**src/rtl/hazard_unit.sv**
```systemverilog
// hazard_unit: load-use / RAW stall detection, flush control and EX operand forwarding
// for a five-stage pipeline.
//
// An internal scoreboard mirrors the EX, MEM and WB pipeline registers. It holds only
// what hazard decisions need: write enable and destination everywhere, plus the load
// flag and source registers for the EX entry.
//
// Ports:
//   clk, rst                      clock, asynchronous active-high reset
//   id_valid                      ID stage holds a real instruction
//   id_rs, id_rt                  ID source register numbers
//   id_uses_rs, id_uses_rt        ID instruction reads rs / rt
//   id_write_reg, id_mem_to_reg   ID instruction writes a register / is a load
//   id_reg_dst                    ID destination register (RegDst already applied)
//   mem_redirect                  taken branch or jump resolved in MEM this cycle
//   pc_en, if_id_en               PC and IF/ID load enables
//   id_ex_bubble                  ID/EX loads a NOP
//   flush_if_id/_id_ex/_ex_mem    clear the named pipeline register
//   fwd_a_sel, fwd_b_sel          EX operand source: 00 regfile, 01 MEM, 10 WB
//   stall_cnt                     saturating count of stall cycles
//
// Build option: define HAZARD_FWD_EN to enable forwarding. Only loads in EX then stall.
// Without it, the forwarding selects are tied to 00. Any producer still in EX or MEM
// stalls ID. WB never stalls because the register file writes on the falling edge.
module hazard_unit (
  input  logic        clk,
  input  logic        rst,
  input  logic        id_valid,
  input  logic [4:0]  id_rs,
  input  logic [4:0]  id_rt,
  input  logic        id_uses_rs,
  input  logic        id_uses_rt,
  input  logic        id_write_reg,
  input  logic        id_mem_to_reg,
  input  logic [4:0]  id_reg_dst,
  input  logic        mem_redirect,
  output logic        pc_en,
  output logic        if_id_en,
  output logic        id_ex_bubble,
  output logic        flush_if_id,
  output logic        flush_id_ex,
  output logic        flush_ex_mem,
  output logic [1:0]  fwd_a_sel,
  output logic [1:0]  fwd_b_sel,
  output logic [15:0] stall_cnt
);

  typedef struct packed {
    logic       we;
    logic [4:0] dst;
    logic       load;
    logic [4:0] rs;
    logic [4:0] rt;
  } ex_entry_t;

  // Past EX only the destination matters, so the load flag and sources are dropped.
  typedef struct packed {
    logic       we;
    logic [4:0] dst;
  } dst_entry_t;

  ex_entry_t  ex_q, ex_d;
  dst_entry_t mem_q, mem_d;
  dst_entry_t wb_q, wb_d;
  logic [15:0] stall_cnt_q, stall_cnt_d;

  logic raw;
  logic stall;

  // Register 0 and non-writing entries never match.
  function automatic logic src_hit(input logic we, input logic [4:0] dst,
                                   input logic [4:0] src);
    return we && (dst != 5'd0) && (dst == src);
  endfunction

  logic rs_hit_ex, rt_hit_ex;
  assign rs_hit_ex = id_uses_rs && src_hit(ex_q.we, ex_q.dst, id_rs);
  assign rt_hit_ex = id_uses_rt && src_hit(ex_q.we, ex_q.dst, id_rt);

`ifdef HAZARD_FWD_EN
  // Only a load in EX cannot be forwarded in time.
  assign raw = ex_q.load && (rs_hit_ex || rt_hit_ex);

  always_comb begin
    fwd_a_sel = 2'b00;
    fwd_b_sel = 2'b00;
    if (src_hit(mem_q.we, mem_q.dst, ex_q.rs)) begin
      fwd_a_sel = 2'b01;
    end else if (src_hit(wb_q.we, wb_q.dst, ex_q.rs)) begin
      fwd_a_sel = 2'b10;
    end
    if (src_hit(mem_q.we, mem_q.dst, ex_q.rt)) begin
      fwd_b_sel = 2'b01;
    end else if (src_hit(wb_q.we, wb_q.dst, ex_q.rt)) begin
      fwd_b_sel = 2'b10;
    end
  end
`else
  logic rs_hit_mem, rt_hit_mem;
  assign rs_hit_mem = id_uses_rs && src_hit(mem_q.we, mem_q.dst, id_rs);
  assign rt_hit_mem = id_uses_rt && src_hit(mem_q.we, mem_q.dst, id_rt);
  assign raw        = rs_hit_ex || rt_hit_ex || rs_hit_mem || rt_hit_mem;

  assign fwd_a_sel  = 2'b00;
  assign fwd_b_sel  = 2'b00;

  // Without forwarding these fields are tracked but never consulted.
  logic unused_nofwd;
  assign unused_nofwd = ^{ex_q.load, ex_q.rs, ex_q.rt, wb_q};
`endif

  // A redirect squashes the ID instruction anyway, so it must not stall.
  assign stall        = id_valid && !mem_redirect && raw;

  assign pc_en        = !stall;
  assign if_id_en     = !stall;
  assign id_ex_bubble = stall;
  assign flush_if_id  = mem_redirect;
  assign flush_id_ex  = mem_redirect;
  assign flush_ex_mem = mem_redirect;
  assign stall_cnt    = stall_cnt_q;

  always_comb begin
    wb_d        = mem_q;
    mem_d       = '{we: ex_q.we, dst: ex_q.dst};
    ex_d        = '0;
    stall_cnt_d = stall_cnt_q;

    if (mem_redirect) begin
      mem_d = '0;
    end else if (!stall && id_valid) begin
      ex_d = '{we: id_write_reg, dst: id_reg_dst, load: id_mem_to_reg,
               rs: id_rs, rt: id_rt};
    end

    if (stall && (stall_cnt_q != 16'hFFFF)) begin
      stall_cnt_d = stall_cnt_q + 16'd1;
    end
  end

  always_ff @(posedge clk or posedge rst) begin
    if (rst) begin
      ex_q        <= '0;
      mem_q       <= '0;
      wb_q        <= '0;
      stall_cnt_q <= '0;
    end else begin
      ex_q        <= ex_d;
      mem_q       <= mem_d;
      wb_q        <= wb_d;
      stall_cnt_q <= stall_cnt_d;
    end
  end

endmodule
```
**config.mk**
```make
export PLATFORM = sky130hd
export DESIGN_NAME = hazard_unit
export DESIGN_NICKNAME = d
export VERILOG_FILES = /design/src/rtl/hazard_unit.sv
export SDC_FILE = /design/constraint.sdc
export NUM_CORES = 1
export LEC_CHECK = 0
export CAP_MARGIN = 20
export CORE_ASPECT_RATIO = 1.1
export CORE_UTILIZATION = 41
export CTS_CLUSTER_SIZE = 16
export DETAILED_ROUTE_END_ITERATION = 10
export GPL_TIMING_DRIVEN = 0
export PLACE_DENSITY = 0.85
export SYNTH_ARGS = -nofsm -noshare
export SYNTH_HDL_FRONTEND = slang
export SYNTH_SLANG_ARGS = --single-unit
```
**constraint.sdc**
```tcl
create_clock -name clk -period 2.2 [get_ports clk]
set_clock_uncertainty 0.1 [all_clocks]
set_input_delay 0.44 -clock clk [delete_from_list [all_inputs] [get_ports clk]]
set_output_delay 0.44 -clock clk [all_outputs]
set_load 0.1 [all_outputs]
```
==> metrics <==
status=finished with violations; violated checks=setup timing; CTS root buffer=clkbuf_4; gr ovfl total=0; CP Capture Type=output port; most used cell, CP=buf_12; H-tree levels=1; latest clock arrival within the worst-skew pair=330 ps; WL final=3880 um; routability congestion estimate=0.808; Tcrit/Tclk final=1.30; pwr dens=417 nW/um^2; Layout Nets=237; DIE WIDTH=59.9 um; TritonCTS sink count=28; Seq cells post-synth=28; crit-path max FO=2; Routed WL per cell=14.9 um; slew of the pin with the lowest slew margin=959 ps; initial antenna violation count=0; Final Cell Area=2410 um^2; via count=1310; Area Growth Syn to Fin=59.4%; Cell Area, Synth=1510 um^2; max cap viols=0; RSZ-0062 raised after global routing=true; die height=65.7 um; HPWL after detailed placement=2660 um; number of diodes=0; largest net degree at the start of global routing=29; vias in the first global route=1385; Crit Path Category=flip-flop to output port; hold buffer count at CTS=0; Req. time, crit path=1660 ps; Final setup viols=5; startpoint types=flip-flop; DR iter-0 viols=31; HP Class=input port to async pin; Peak Freq=350 MHz; Initial Utilization=0.440; register clock-pin slew on the reported worst setup and hold paths=140 ps; total CTS buffers=3; Residual DRC=0; antenna violation net count after detailed routing=0; first-pass GRT wire length=6060 um; Leakage=1.11 nW; Mapped Cells=147; final-report max-slew violation count=0; number of I/O pins=49; Cell Area, Placed=2150 um^2; Fin. Hold Viols=0; drt pass-1 iters=4; slowest stage delay, CP=550 ps; total power=1.01 mW; Top delay family on crit path=simple AND/OR/NAND/NOR gates; CP cell instances=or4_4 > o21ai_4 > nor4_4 > o21ai_2 > nand2_2 > and2_4 > clkinvlp_4 > buf_12 > buf_12; CTS Buffer Depth=2; VDD IR max=0.000277 V; die area=3940 um^2; crit path DAT=2310 ps; Tot GR Track Use=0.209; port bufs=43; slowest cell on the critical path=or4_4; final worst setup slack=-654 ps; Worst Path Buf+Inv=3; Vias per Instance=5.04; max_slew headroom=0.363; CTS tree=yes; Site Rows=22; fraction of layout cells with a size suffix above 1=0.396; Synthesis Warnings=0; hold slack=234 ps; crit path time final=2850 ps; register area share after synthesis=0.463; Yosys cell types=28; core footprint=3440 um^2; post-synthesis average cell area=10.3 um^2
stage by stage:
step | setup TNS, ps | worst slack [ps] | std cells | utilization
after floorplan | -1390 | -717 | 150 | -
after global placement | -11040 | -1460 | 241 | 0.624
after detailed placement | -12530 | -1500 | 241 | 0.624
after CTS | -3180 | -667 | 263 | 0.688
after global routing | -4270 | -760 | 260 | 0.701
final | -1910 | -654 | 260 | 0.701
kinds of logic after synthesis:
| group | after synthesis | synth area share |
|---|---|---|
| XOR/XNOR | 34 | 0.197 |
| AO/OA/AOI/OAI | 7 | 0.0356 |
| buffers and inverters | 19 | 0.0728 |
| AND/OR/NAND/NOR | 56 | 0.213 |
| multiplexers | 1 | 0.00744 |
| other | 1 | 0.00248 |
| flip-flops | 28 | 0.463 |
| adder cells (fa/ha/maj) | 1 | 0.00827 |
cell usage in the layout, fill, tap and decap left out, types with 5 or more instances in the layout:
cell type | synthesis | routed
buf_4 | 8 | 21
xnor2_1 | 25 | 19
clkdlybuf4s50_1 | 0 | 18
dfrtp_1 | 28 | 14
xor2_1 | 9 | 9
nand4_1 | 9 | 9
dfrtp_2 | 0 | 9
dlygate4sd2_1 | 0 | 9
nor2_1 | 8 | 7
inv_1 | 8 | 7
nand3_1 | 7 | 6
and3_1 | 8 | 6
nor2b_1 | 6 | 6
xnor2_2 | 0 | 5
buf_6 | 1 | 5
nand2_1 | 6 | 5
clkbuf_2 | 0 | 5
clkdlybuf4s15_1 | 0 | 5
dfrtp_4 | 0 | 5
state kept, by name, indices dropped and copies added (netlist names):
name       count
stall_cnt     16
mem_q          6
ex_q           6
area by class of cell:
cell class,count,area (um^2)
buffer,11,98.8
inverter,8,33.8
fill,248,1030
tap,48,60.1
multi-input combinational,103,906
timing repair buffer,58,546
sequential,28,731
clock buffer,4,36.3
power by group:
group	leakage [nW]	total (mW)	switching [mW]	internal [mW]
registers	0.362	0.534	0.0105	0.523
clock network	0.0210	0.249	0.148	0.101
logic	0.723	0.222	0.129	0.0933
total	1.11	1.01	0.287	0.718
metal layers:
layer	up-vias	routed length, um	track usage
met1	647	1620	0.236
met4	0	50	0.0843
met3	4	107	0.0354
met2	33	2110	0.379
li1	626	-	-
met5	-	0	0
timing repair:
item	4_1_cts	5_1_grt
gates resized for setup	76	22
buffers inserted	17	5
cloned	1	0
setup endpoints to repair	32	33
pin swaps	14	15
synthesized netlist by cell type:
library cell,count,area (um^2)
buf_6,1,11.3
mux2_2,1,11.3
ha_1,1,12.5
o21ai_0,2,10.0
o22ai_2,1,12.5
nand3_1,7,35.0
and2b_2,1,8.76
a41oi_1,1,8.76
nor4_1,4,25.0
or4_1,2,15.0
conb_1,1,3.75
and2_1,2,12.5
buf_2,1,5.00
buf_4,8,60.1
o21ai_2,2,17.5
clkbuf_1,1,3.75
dfrtp_1,28,701
xnor2_1,25,219
inv_1,8,30.0
xor2_1,9,78.8
and4_1,2,17.5
a21oi_1,1,5.00
nor2_1,8,30.0
nor2b_1,6,37.5
nand4_1,9,56.3
nand4_2,1,12.5
nand2_1,6,22.5
and3_1,8,50.1
final timing paths:
check,from,to,slack (ps),cells past startpoint
worst max-delay path,mem_q[1],pc_en,-650,9
worst min-delay path,rst,ex_q[14],230,2
worst max register to register,ex_q[13],stall_cnt[1],-30,8
worst min register to register,stall_cnt[11],stall_cnt[11],400,1
max in group asynchronous,rst,stall_cnt[4],1350,3
min in group clk,stall_cnt[11],stall_cnt[11],400,1
(Power assumes the default switching activity.)
